--- src/rtl/spi_flash_pkg.sv ---
// Shared constants and state encoding for the SPI flash responder.
package spi_flash_pkg;

  localparam logic [7:0] CMD_READ      = 8'h03;
  localparam logic [7:0] CMD_FAST_READ = 8'h0B;
  localparam logic [7:0] CMD_RDSR1     = 8'h05;
  localparam logic [7:0] CMD_JEDEC     = 8'h9F;

  localparam int ADDR_BITS  = 24;
  localparam int DUMMY_BITS = 8;

  typedef enum logic [2:0] {
    IDLE,
    CMD,
    ADDR,
    DUMMY,
    DATA,
    ID,
    STAT,
    IGNORE
  } state_t;

endpackage

--- src/rtl/spi_input_sync.sv ---
// Brings nCS/CLK/MOSI into the MCLK domain and turns SPI clock edges into
// single-cycle rise/fall pulses. Edge pulses are suppressed while the
// synchronised chip select is high.
module spi_input_sync (
  input  logic clk,
  input  logic rst,
  input  logic ncs,
  input  logic sck,
  input  logic mosi,
  output logic ncs_sync,
  output logic mosi_sync,
  output logic sck_rise,
  output logic sck_fall
);

  logic ncs_meta;
  logic sck_meta;
  logic sck_sync;
  logic sck_prev;
  logic mosi_meta;

  // two-flop synchronisers plus one history flop on the serial clock
  always_ff @(posedge clk) begin
    if (rst) begin
      ncs_meta  <= 1'b1;
      ncs_sync  <= 1'b1;
      sck_meta  <= 1'b0;
      sck_sync  <= 1'b0;
      sck_prev  <= 1'b0;
      mosi_meta <= 1'b0;
      mosi_sync <= 1'b0;
    end else begin
      ncs_meta  <= ncs;
      ncs_sync  <= ncs_meta;
      sck_meta  <= sck;
      sck_sync  <= sck_meta;
      sck_prev  <= sck_sync;
      mosi_meta <= mosi;
      mosi_sync <= mosi_meta;
    end
  end

  assign sck_rise = sck_sync & ~sck_prev & ~ncs_sync;
  assign sck_fall = ~sck_sync & sck_prev & ~ncs_sync;

endmodule

--- src/rtl/spi_flash_responder.sv ---
// Read-only SPI mode-0 flash stand-in serving bytes from a ROM read port.
// Optional macro FAST_READ_EN enables command 0x0B (24 address bits, 8 dummy
// clocks, then the same stream as 0x03).
//
// state  | meaning
// IDLE   | waiting for chip select to fall
// CMD    | shifting in the 8-bit command
// ADDR   | shifting in the 24-bit address (low bits land in ROMADDR)
// DUMMY  | counting 8 dummy clocks of a fast read
// DATA   | streaming ROM bytes, prefetching one byte ahead
// ID     | streaming the JEDEC ID, then zeros
// STAT   | streaming status register (always zero)
// IGNORE | unknown command, stay silent until chip select rises
module spi_flash_responder
  import spi_flash_pkg::*;
#(
  parameter int          ADDR_WIDTH = 15,
  parameter logic [23:0] JEDEC_ID   = 24'hEF4016
) (
  input  logic                  MCLK,
  input  logic                  RST,
  input  logic                  nCS,
  input  logic                  CLK,
  input  logic                  MOSI,
  output logic                  MISO,
  output logic                  MISOEN,
  output logic [ADDR_WIDTH-1:0] ROMADDR,
  output logic                  ROMRD,
  input  logic [7:0]            ROMDATA,
  output logic [7:0]            LASTCMD,
  output logic                  ACTIVE
);

  logic       ncs_s;
  logic       mosi_s;
  logic       sck_rise;
  logic       sck_fall;

  state_t     state;
  logic [4:0] bit_cnt;
  logic [2:0] out_cnt;
  logic [6:0] cmd_sr;
  logic [7:0] cmd_byte;
  logic [7:0] shift_out;
  logic [7:0] nxt_byte;
  logic [1:0] id_idx;
  logic       rd_pending;

  spi_input_sync u_sync (
    .clk      (MCLK),
    .rst      (RST),
    .ncs      (nCS),
    .sck      (CLK),
    .mosi     (MOSI),
    .ncs_sync (ncs_s),
    .mosi_sync(mosi_s),
    .sck_rise (sck_rise),
    .sck_fall (sck_fall)
  );

  assign cmd_byte = {cmd_sr, mosi_s};

  // protocol FSM, shift registers and ROM prefetch
  always_ff @(posedge MCLK) begin
    if (RST) begin
      state      <= IDLE;
      bit_cnt    <= '0;
      out_cnt    <= '0;
      cmd_sr     <= '0;
      shift_out  <= '0;
      nxt_byte   <= '0;
      id_idx     <= '0;
      rd_pending <= 1'b0;
      MISO       <= 1'b0;
      MISOEN     <= 1'b0;
      ROMRD      <= 1'b0;
      ROMADDR    <= '0;
      LASTCMD    <= 8'h00;
      ACTIVE     <= 1'b0;
    end else begin
      ROMRD      <= 1'b0;
      rd_pending <= ROMRD;
      if (rd_pending) nxt_byte <= ROMDATA;

      if (ncs_s) begin
        state  <= IDLE;
        MISOEN <= 1'b0;
        ACTIVE <= 1'b0;
      end else begin
        unique case (state)
          IDLE: begin
            state   <= CMD;
            bit_cnt <= '0;
            out_cnt <= '0;
          end
          CMD: if (sck_rise) begin
            cmd_sr  <= cmd_byte[6:0];
            bit_cnt <= bit_cnt + 5'd1;
            if (bit_cnt == 5'd7) begin
              bit_cnt <= '0;
              LASTCMD <= cmd_byte;
              case (cmd_byte)
                CMD_READ: state <= ADDR;
`ifdef FAST_READ_EN
                CMD_FAST_READ: state <= ADDR;
`endif
                CMD_JEDEC: begin
                  state    <= ID;
                  ACTIVE   <= 1'b1;
                  nxt_byte <= JEDEC_ID[23:16];
                  id_idx   <= 2'd1;
                end
                CMD_RDSR1: begin
                  state    <= STAT;
                  ACTIVE   <= 1'b1;
                  nxt_byte <= 8'h00;
                end
                default: state <= IGNORE;
              endcase
            end
          end
          ADDR: if (sck_rise) begin
            // address shifts straight into ROMADDR; bits above ADDR_WIDTH fall off the top
            ROMADDR <= {ROMADDR[ADDR_WIDTH-2:0], mosi_s};
            bit_cnt <= bit_cnt + 5'd1;
            if (bit_cnt == 5'(ADDR_BITS - 1)) begin
              bit_cnt <= '0;
`ifdef FAST_READ_EN
              if (LASTCMD == CMD_FAST_READ) begin
                state <= DUMMY;
              end else
`endif
              begin
                ROMRD  <= 1'b1;
                state  <= DATA;
                ACTIVE <= 1'b1;
              end
            end
          end
`ifdef FAST_READ_EN
          DUMMY: if (sck_rise) begin
            bit_cnt <= bit_cnt + 5'd1;
            if (bit_cnt == 5'(DUMMY_BITS - 1)) begin
              bit_cnt <= '0;
              ROMRD   <= 1'b1;
              state   <= DATA;
              ACTIVE  <= 1'b1;
            end
          end
`endif
          DATA: if (sck_rise) begin
            bit_cnt <= bit_cnt + 5'd1;
            // mid-byte prefetch leaves ample time before the next byte boundary
            if (bit_cnt[2:0] == 3'd3) begin
              ROMADDR <= ROMADDR + ADDR_WIDTH'(1);
              ROMRD   <= 1'b1;
            end
          end
          ID, STAT, IGNORE: ;
          default: state <= IDLE;
        endcase

        if (sck_fall && (state == DATA || state == ID || state == STAT)) begin
          MISOEN  <= 1'b1;
          out_cnt <= out_cnt + 3'd1;
          if (out_cnt == 3'd0) begin
            MISO      <= nxt_byte[7];
            shift_out <= {nxt_byte[6:0], 1'b0};
            if (state == ID) begin
              case (id_idx)
                2'd1:    begin nxt_byte <= JEDEC_ID[15:8]; id_idx <= 2'd2; end
                2'd2:    begin nxt_byte <= JEDEC_ID[7:0];  id_idx <= 2'd3; end
                default: nxt_byte <= 8'h00;
              endcase
            end
          end else begin
            MISO      <= shift_out[7];
            shift_out <= {shift_out[6:0], 1'b0};
          end
        end
      end
    end
  end

endmodule

--- config.mk ---
export PLATFORM = sky130hd
export DESIGN_NAME = spi_flash_responder
export DESIGN_NICKNAME = d
export VERILOG_FILES = /design/src/rtl/spi_flash_pkg.sv /design/src/rtl/spi_input_sync.sv /design/src/rtl/spi_flash_responder.sv
export SDC_FILE = /design/constraint.sdc
export NUM_CORES = 1
export LEC_CHECK = 0
export ABC_CLOCK_PERIOD_IN_PS = 2000
export CAP_MARGIN = 30
export CORE_UTILIZATION = 57
export CTS_CLUSTER_SIZE = 40
export DETAILED_ROUTE_END_ITERATION = 10
export DONT_BUFFER_PORTS = 1
export GPL_TIMING_DRIVEN = 0
export PLACE_DENSITY = 0.86
export SYNTH_ARGS = -nofsm -noshare
export SYNTH_HDL_FRONTEND = slang
export SYNTH_SLANG_ARGS = --single-unit
--- constraint.sdc ---
create_clock -name MCLK -period 2 [get_ports MCLK]
set_clock_uncertainty 0.2 [all_clocks]
set_input_delay 0.4 -clock MCLK [delete_from_list [all_inputs] [get_ports MCLK]]
set_output_delay 0.4 -clock MCLK [all_outputs]
set_load 0.005 [all_outputs]
==> impl_metrics.csv, run 1 <==
group,metric,value,unit
routing,wirelength,9053,um
placement,place_inst,477,
synthesis,synth_edf_count,0,
pwr,p_switching,0.5807,mW
pwr,seq_power_share,52.9,%
timing,slew_violations,0,
synthesis,synth_compound_area_share,18.42,%
synthesis,syn_avg_cell_area,8.836,um2
layout,final_cells,503,
cts,clk_latency,350,ps
cts,clk_pin_slew,80,ps
min_path,hp-class,"input port to register",
placement,place_ws,-203.5,ps
routing,drc,0,
synthesis,synth.area.mux_share,7.327,%
critical_path,cp-end-kind,"register",
timing,fmax,512.7,MHz
timing,fin_ws,49.52,ps
synthesis,synth-xor-area-share,1.233,%
timing,worstMarginPinSlew,672.1,ps
floorplanning,die_w,80.94,um
timing,fin_crit,1950,ps
layout,nNetsFinal,443,
synthesis,synth.net_count,422,
routing,firstDrtPassIters,5,
pwr,power_leakage,1.437,nW
timing,hold_violations,0,
grt,track_usage,28.68,%
synthesis,synthSimpleGateAreaFrac,25.71,%
cts,numCtsBuffers,9,
timing,post-route-period-util,97.52,%
critical_path,arrival,2010,ps
timing,finalSetupViolations,0,
synthesis,synth.distinct_cells,66,
layout,area_delta_synth_final,15.85,%
job,drv_cap,0,
cts,cts_tree,"done",
floorplanning,ioPinCount,40,
pwr,p_sw_share,21.91,%
grt,antenna_found_initial,0,
timing,rsz0062_at_grt,"true",
floorplanning,rows,28,
synthesis,synth_top_family_by_area,"simple AND/OR/NAND/NOR gates",
timing,slew_headroom,54.89,%
synthesis,ys_seq_elements,70,
placement,place_hpwl,5858,um
cts,clock_path_buffers,2,
pwr,ir_worst_vdd,0.4590,mV
synthesis,syn_inst,402,
routing,viasPerCell,6.427,
synthesis,synth_area,0.003552,mm2
critical_path,crit_chain,"inv_1, ha_1, nor2b_1, buf_6, nand4_4, or3_4, a311oi_1",
critical_path,cp_slowest_stage_delay,380,ps
pwr,pwr-share-clk,44.0,%
critical_path,cp-start-kind,"register",
grt,grt_pass1_vias,2961,
routing,avgRoutedWirePerCell,18.00,um
critical_path,cp_slowest_cell,"or3_4",
routing,drt_first_iter_violations,284,
grt,grt_max_degree,12,
grt,grt_pass1_wl,14290,um
routing,ant_nets,0,
critical_path,worstPathMaxFanout,10,
layout,antenna_cells,0,
placement,place_congestion,0.9366,
outcome,outcome,"finished, final reports clean",
grt,gr-total-overflow,0,
cts,htree_levels,3,
layout,drive_gt1_share,19.39,%
pwr,p_comb_share,3.0,%
routing,vias,3233,
floorplanning,coreArea,0.005956,mm2
cts,cts-root-buf,"clkbuf_8",
floorplanning,initial_core_util,59.64,%
synthesis,async_flop_share,0,%
pwr,powerDensity,643.9,mW/mm2
pwr,p_int,2.069,mW
floorplanning,fp.dieArea,0.006551,mm2
synthesis,synth_warnings,0,
critical_path,required,2060,ps
placement,io_buffers,0,
critical_path,path_class,"register to register",
synthesis,yosysSeqAreaShare,39.45,%
floorplanning,die_h,80.94,um
synthesis,synthFlopType,"dfxtp_1",
cts,clock_sinks,70,
synthesis,synth_fa_ha_area_share,2.747,%
state kept, by name (all words and copies together) (netlist names), 2 cells and up:
signal and flops:
id_idx 2, bit_cnt 5, state 3, out_cnt 3, ROMADDR 15, shift_out 7
nxt_byte 8, LASTCMD 8, cmd_sr 7
stage by stage:
step | instance area (um2) | hold slack, ps | util [%] | TNS (ps) | power (mW)
2_1_floorplan | 3552 | 189.5 | - | 0 | 1.486
3_3_place_gp | 3646 | 196.8 | 61.22 | -1656 | 1.506
3_5_place_dp | 3646 | 195.7 | 61.22 | -2541 | 1.507
4_1_cts | 3975 | 41.80 | 66.74 | -5.117 | 2.656
5_1_grt | 4115 | 57.36 | 69.10 | -131.7 | 2.729
6_report | 4115 | 58.25 | 69.10 | 0 | 2.650
worst max-delay path, delay by kind of cell (launching register included):
| kind | cells | cell delay [ps] |
|---|---|---|
| buf+inv | 2 | 200 |
| simple gates | 3 | 720 |
| fa+ha+maj | 1 | 130 |
| compound gates | 1 | 270 |
| flops | 1 | 340 |
timing repair:
action                     CTS  global route
hold buffers                 3             0
resized for setup           20            39
hold endpoints to repair     3             0
gates cloned                 0             1
setup endpoints to repair   23            45
setup buffers                4             3
pin swaps                    2             6
cell usage after synthesis, drive strengths merged (5+ instances only):
| cell type | n | share of area (%) |
|---|---|---|
| nor3 | 5 | 0.70 |
| o211ai | 13 | 2.7 |
| nand2 | 23 | 2.4 |
| nor3b | 5 | 1.2 |
| ha | 7 | 2.5 |
| nand2b | 9 | 1.6 |
| nand4 | 5 | 1.3 |
| nor2b | 12 | 2.1 |
| nor4 | 9 | 1.6 |
| inv | 14 | 1.5 |
| buf | 14 | 2.3 |
| nor2 | 27 | 2.9 |
| or2 | 7 | 1.2 |
| dfxtp | 70 | 39 |
| mux2i | 17 | 4.8 |
| or3 | 8 | 1.4 |
| a21oi | 23 | 3.2 |
| a31oi | 7 | 1.2 |
| mux2 | 8 | 2.5 |
| a211oi | 9 | 1.9 |
| clkbuf | 13 | 1.4 |
| nand3 | 23 | 3.2 |
| o21ai | 14 | 2.1 |
path summary, 6_finish.rpt:
path	start	to	slack, ps	cells past startpoint
worst max-delay path	out_cnt[0]$_SDFFE_PP0P_	id_idx[0]$_SDFFE_PP0N_	50	7
worst min-delay path	RST	ROMADDR[14]$_SDFFE_PP0P_	60	2
worst max register to register	out_cnt[0]$_SDFFE_PP0P_	id_idx[0]$_SDFFE_PP0N_	50	7
worst min register to register	u_sync.ncs_meta$_SDFF_PP1_	u_sync.ncs_sync$_SDFF_PP1_	210	1
per-layer routing:
metal	track usage, %	routed length (um)	vias to the layer above
li1	-	-	1525
met1	36.16	3809	1521
met2	45.63	4254	157
met3	7.753	733	30
met4	12.86	255	0
met5	0	0	-
area by class of cell:
| class | count | area, um2 |
|---|---|---|
| flip-flops and latches | 70 | 1423 |
| clock buffers | 13 | 158.9 |
| fillers | 462 | 1841 |
| repair buffers | 11 | 87.58 |
| plain buffers | 26 | 170.2 |
| inverters | 14 | 52.55 |
| multi-input cells | 291 | 2087 |
| well taps | 75 | 93.84 |
| clock inverters | 3 | 42.54 |
power by group through the flow:
stage,registers (mW),clock network [mW],logic [mW]
after floorplan,1.44,0,0.0505
after global placement,1.44,0,0.0684
after detailed placement,1.44,0,0.0692
after CTS,1.41,1.18,0.0751
after global routing,1.40,1.24,0.0869
final,1.40,1.17,0.0805
cells by family (layout without fill, tap and decap cells):
group	after synthesis	count (layout)
AND/OR/NAND/NOR	156	156
AO/OA/AOI/OAI	97	97
flip-flops	70	70
buffers and inverters	41	67
multiplexers	25	25
adder cells (fa/ha/maj)	8	8
XOR/XNOR	5	5
cell usage in the layout, fill, tap and decap left out, types with 5 or more instances in the layout:
master    count
buf_6         6
or2_2         5
mux2_2        8
mux2i_1      17
nand3_1      20
o211ai_1     13
nor3_1        5
inv_1        14
dfxtp_1      59
dfxtp_2       8
o21ai_0      11
a21oi_1      23
clkbuf_1     11
nor2_1       27
a211oi_1      9
clkbuf_8     11
nand2_1      23
nor4_1        8
or3_1         7
buf_4        11
a31oi_1       7
nor2b_1      11
nand2b_1      9
(Power assumes the default switching activity.)
==> run 2, diff against run 1 <==
==> constraint.sdc (replaced) <==
create_clock -name MCLK -period 2 [get_ports MCLK]
set_clock_uncertainty 0.2 [all_clocks]
set_input_delay 0.1 -clock MCLK [delete_from_list [all_inputs] [get_ports MCLK]]
set_output_delay 0.1 -clock MCLK [all_outputs]
set_load 0.005 [all_outputs]
==> run 2 against run 1 <==
The run now ends with setup timing left. Register-to-register slack worse by 70 ps. Power rose by 0.77%. Sequential share of layout area is 0.77 points lower. First-iteration DRC count grew 6.3%. Critical path type unchanged. Largest power group unchanged.
==> impl_metrics.csv, run 2 (synthesized netlist as in run 1, its figures left out) <==
group,metric,value,unit
floorplanning,rows,28,
critical_path,arrival,2070,ps
timing,finalSetupViolations,1,
layout,largest_reg_flops,15,
job,drv_cap,0,
layout,drive_gt1_share,18.72,%
pwr,ir_worst_vdd,0.4379,mV
min_path,hp-class,"input port to register",
cts,clk_pin_slew,80,ps
pwr,pwr-share-clk,43.8,%
layout,antenna_cells,0,
timing,hold_violations,0,
floorplanning,die_w,80.94,um
floorplanning,coreArea,0.005956,mm2
critical_path,cp-end-kind,"register",
timing,slew_violations,0,
outcome,outcome,"finished, violations left",
routing,wirelength,9262,um
layout,reg_top3,"ROMADDR (15), LASTCMD (8), nxt_byte (8)",
grt,grt_pass1_vias,2989,
routing,firstDrtPassIters,5,
pwr,p_switching,0.5888,mW
pwr,p_total,2.671,mW
floorplanning,initial_core_util,59.64,%
placement,place_hpwl,5858,um
routing,drt_first_iter_violations,302,
placement,place_congestion,0.9366,
pwr,p_int,2.082,mW
timing,fin_crit,2019,ps
layout,final_cells,513,
routing,viasPerCell,6.304,
cts,cts_tree,"done",
grt,gr-total-overflow,0,
cts,cts-root-buf,"clkbuf_8",
cts,clk_latency,360,ps
cts,numCtsBuffers,9,
critical_path,crit_chain,"buf_2, xor2_1, nand3_2, or3_1, a32o_1",
layout,area_delta_synth_final,18.28,%
placement,io_buffers,0,
timing,rsz0062_at_grt,"true",
critical_path,cp-start-kind,"register",
pwr,powerDensity,635.6,mW/mm2
grt,grt_max_degree,12,
timing,fmax,495.3,MHz
layout,utilization,70.55,%
placement,place_ws,-203.5,ps
layout,top_register,"ROMADDR",
layout,nNetsFinal,453,
routing,avgRoutedWirePerCell,18.05,um
pwr,p_sw_share,22.05,%
routing,vias,3234,
outcome,violations,"setup timing",
cts,htree_levels,3,
timing,worstMarginPinSlew,680.9,ps
layout,layout_commonest_cell,"dfxtp_1",
floorplanning,ioPinCount,40,
routing,drc,0,
layout,fill_cells,449,
pwr,p_comb_share,3.6,%
critical_path,worstPathMaxFanout,10,
pwr,seq_power_share,52.6,%
grt,grt_pass1_wl,14470,um
pwr,power_leakage,1.478,nW
placement,place_inst,477,
timing,slew_headroom,54.30,%
layout,final_cell_mix,"dfxtp_1, nor2_1, nand2_1, a21oi_1, nand3_1",
critical_path,path_class,"register to register",
timing,post-route-period-util,100.9,%
critical_path,cp_slowest_stage_delay,410,ps
min_path,hold_depth,3,
routing,ant_nets,0,
critical_path,required,2050,ps
critical_path,cp_slowest_cell,"dfxtp_2",
critical_path,reg2reg_depth,5,
cts,clock_sinks,70,
floorplanning,die_h,80.94,um
cts,clock_path_buffers,2,
timing,fin_setup_tns,-18.90,ps
grt,track_usage,29.04,%
floorplanning,fp.dieArea,0.006551,mm2
grt,antenna_found_initial,0,
timing,fin_ws,-18.90,ps
[run 2: cell types whose count changed in the layout (fill, tap and decap cells not counted)]
cell	before	now
buf_2	2	3
buf_4	11	12
buf_6	6	5
clkbuf_4	2	1
dfxtp_2	8	9
dfxtp_4	3	2
dlygate4sd3_1	3	13
or3_1	7	8
or3_4	1	0
[run 2: metrics by stage]
stage	cell area [um2]	hold WS (ps)
after CTS	4065	-258.2
after detailed placement	3646	7.206
after global placement	3646	6.711
final	4202	95.54
after global routing	4202	148.3
after floorplan	3552	3.811
[run 2: worst paths after layout]
check	start	end	slack, ps
max	state[2]$_SDFFE_PP0P_	ROMADDR[9]$_SDFFE_PP0P_	-20
min	RST	bit_cnt[0]$_SDFFE_PP0P_	100
max reg2reg	state[2]$_SDFFE_PP0P_	ROMADDR[9]$_SDFFE_PP0P_	-20
min reg2reg	u_sync.ncs_meta$_SDFF_PP1_	u_sync.ncs_sync$_SDFF_PP1_	210
[run 2: critical path, delay by kind of cell (launching register included)]
kind            cells  cell delay, ps
compound gates      1             260
xor+xnor            1             290
buf+inv             1             260
flops               1             410
simple gates        2             480
[run 2: final cells by class]
cell class / count / area (um2) / area share (%)
multi-input combinational: 291 / 2082 / 49.55
sequential: 70 / 1420 / 33.80
timing repair buffer: 21 / 187.7 / 4.467
buffer: 26 / 163.9 / 3.901
clock buffer: 13 / 158.9 / 3.782
tap: 75 / 93.84 / 2.233
inverter: 14 / 52.55 / 1.251
clock inverter: 3 / 42.54 / 1.013
[run 2: power by group through the flow]
stage          clock, mW  sequential (mW)  combinational (mW)
2_1_floorplan          0             1.44              0.0505
3_3_place_gp           0             1.44              0.0684
3_5_place_dp           0             1.44              0.0692
4_1_cts             1.18             1.41              0.0876
5_1_grt             1.24             1.40               0.102
6_report            1.17             1.40              0.0951
[run 2: metal layers]
layer | up-vias | wire length, um | GRT usage [%]
met5 | - | 0 | 0
met4 | 0 | 206 | 13.57
met1 | 1525 | 4053 | 37.00
li1 | 1537 | - | -
met3 | 26 | 641 | 7.303
met2 | 146 | 4360 | 45.88
[run 2: repair_timing]
item | 4_1_cts | 5_1_grt
gates cloned | 0 | 1
buffers inserted | 4 | 3
resized for setup | 20 | 35
setup endpoints to repair | 23 | 44
pin swaps | 2 | 4
hold buffers | 12 | 1
hold endpoints to repair | 13 | 1
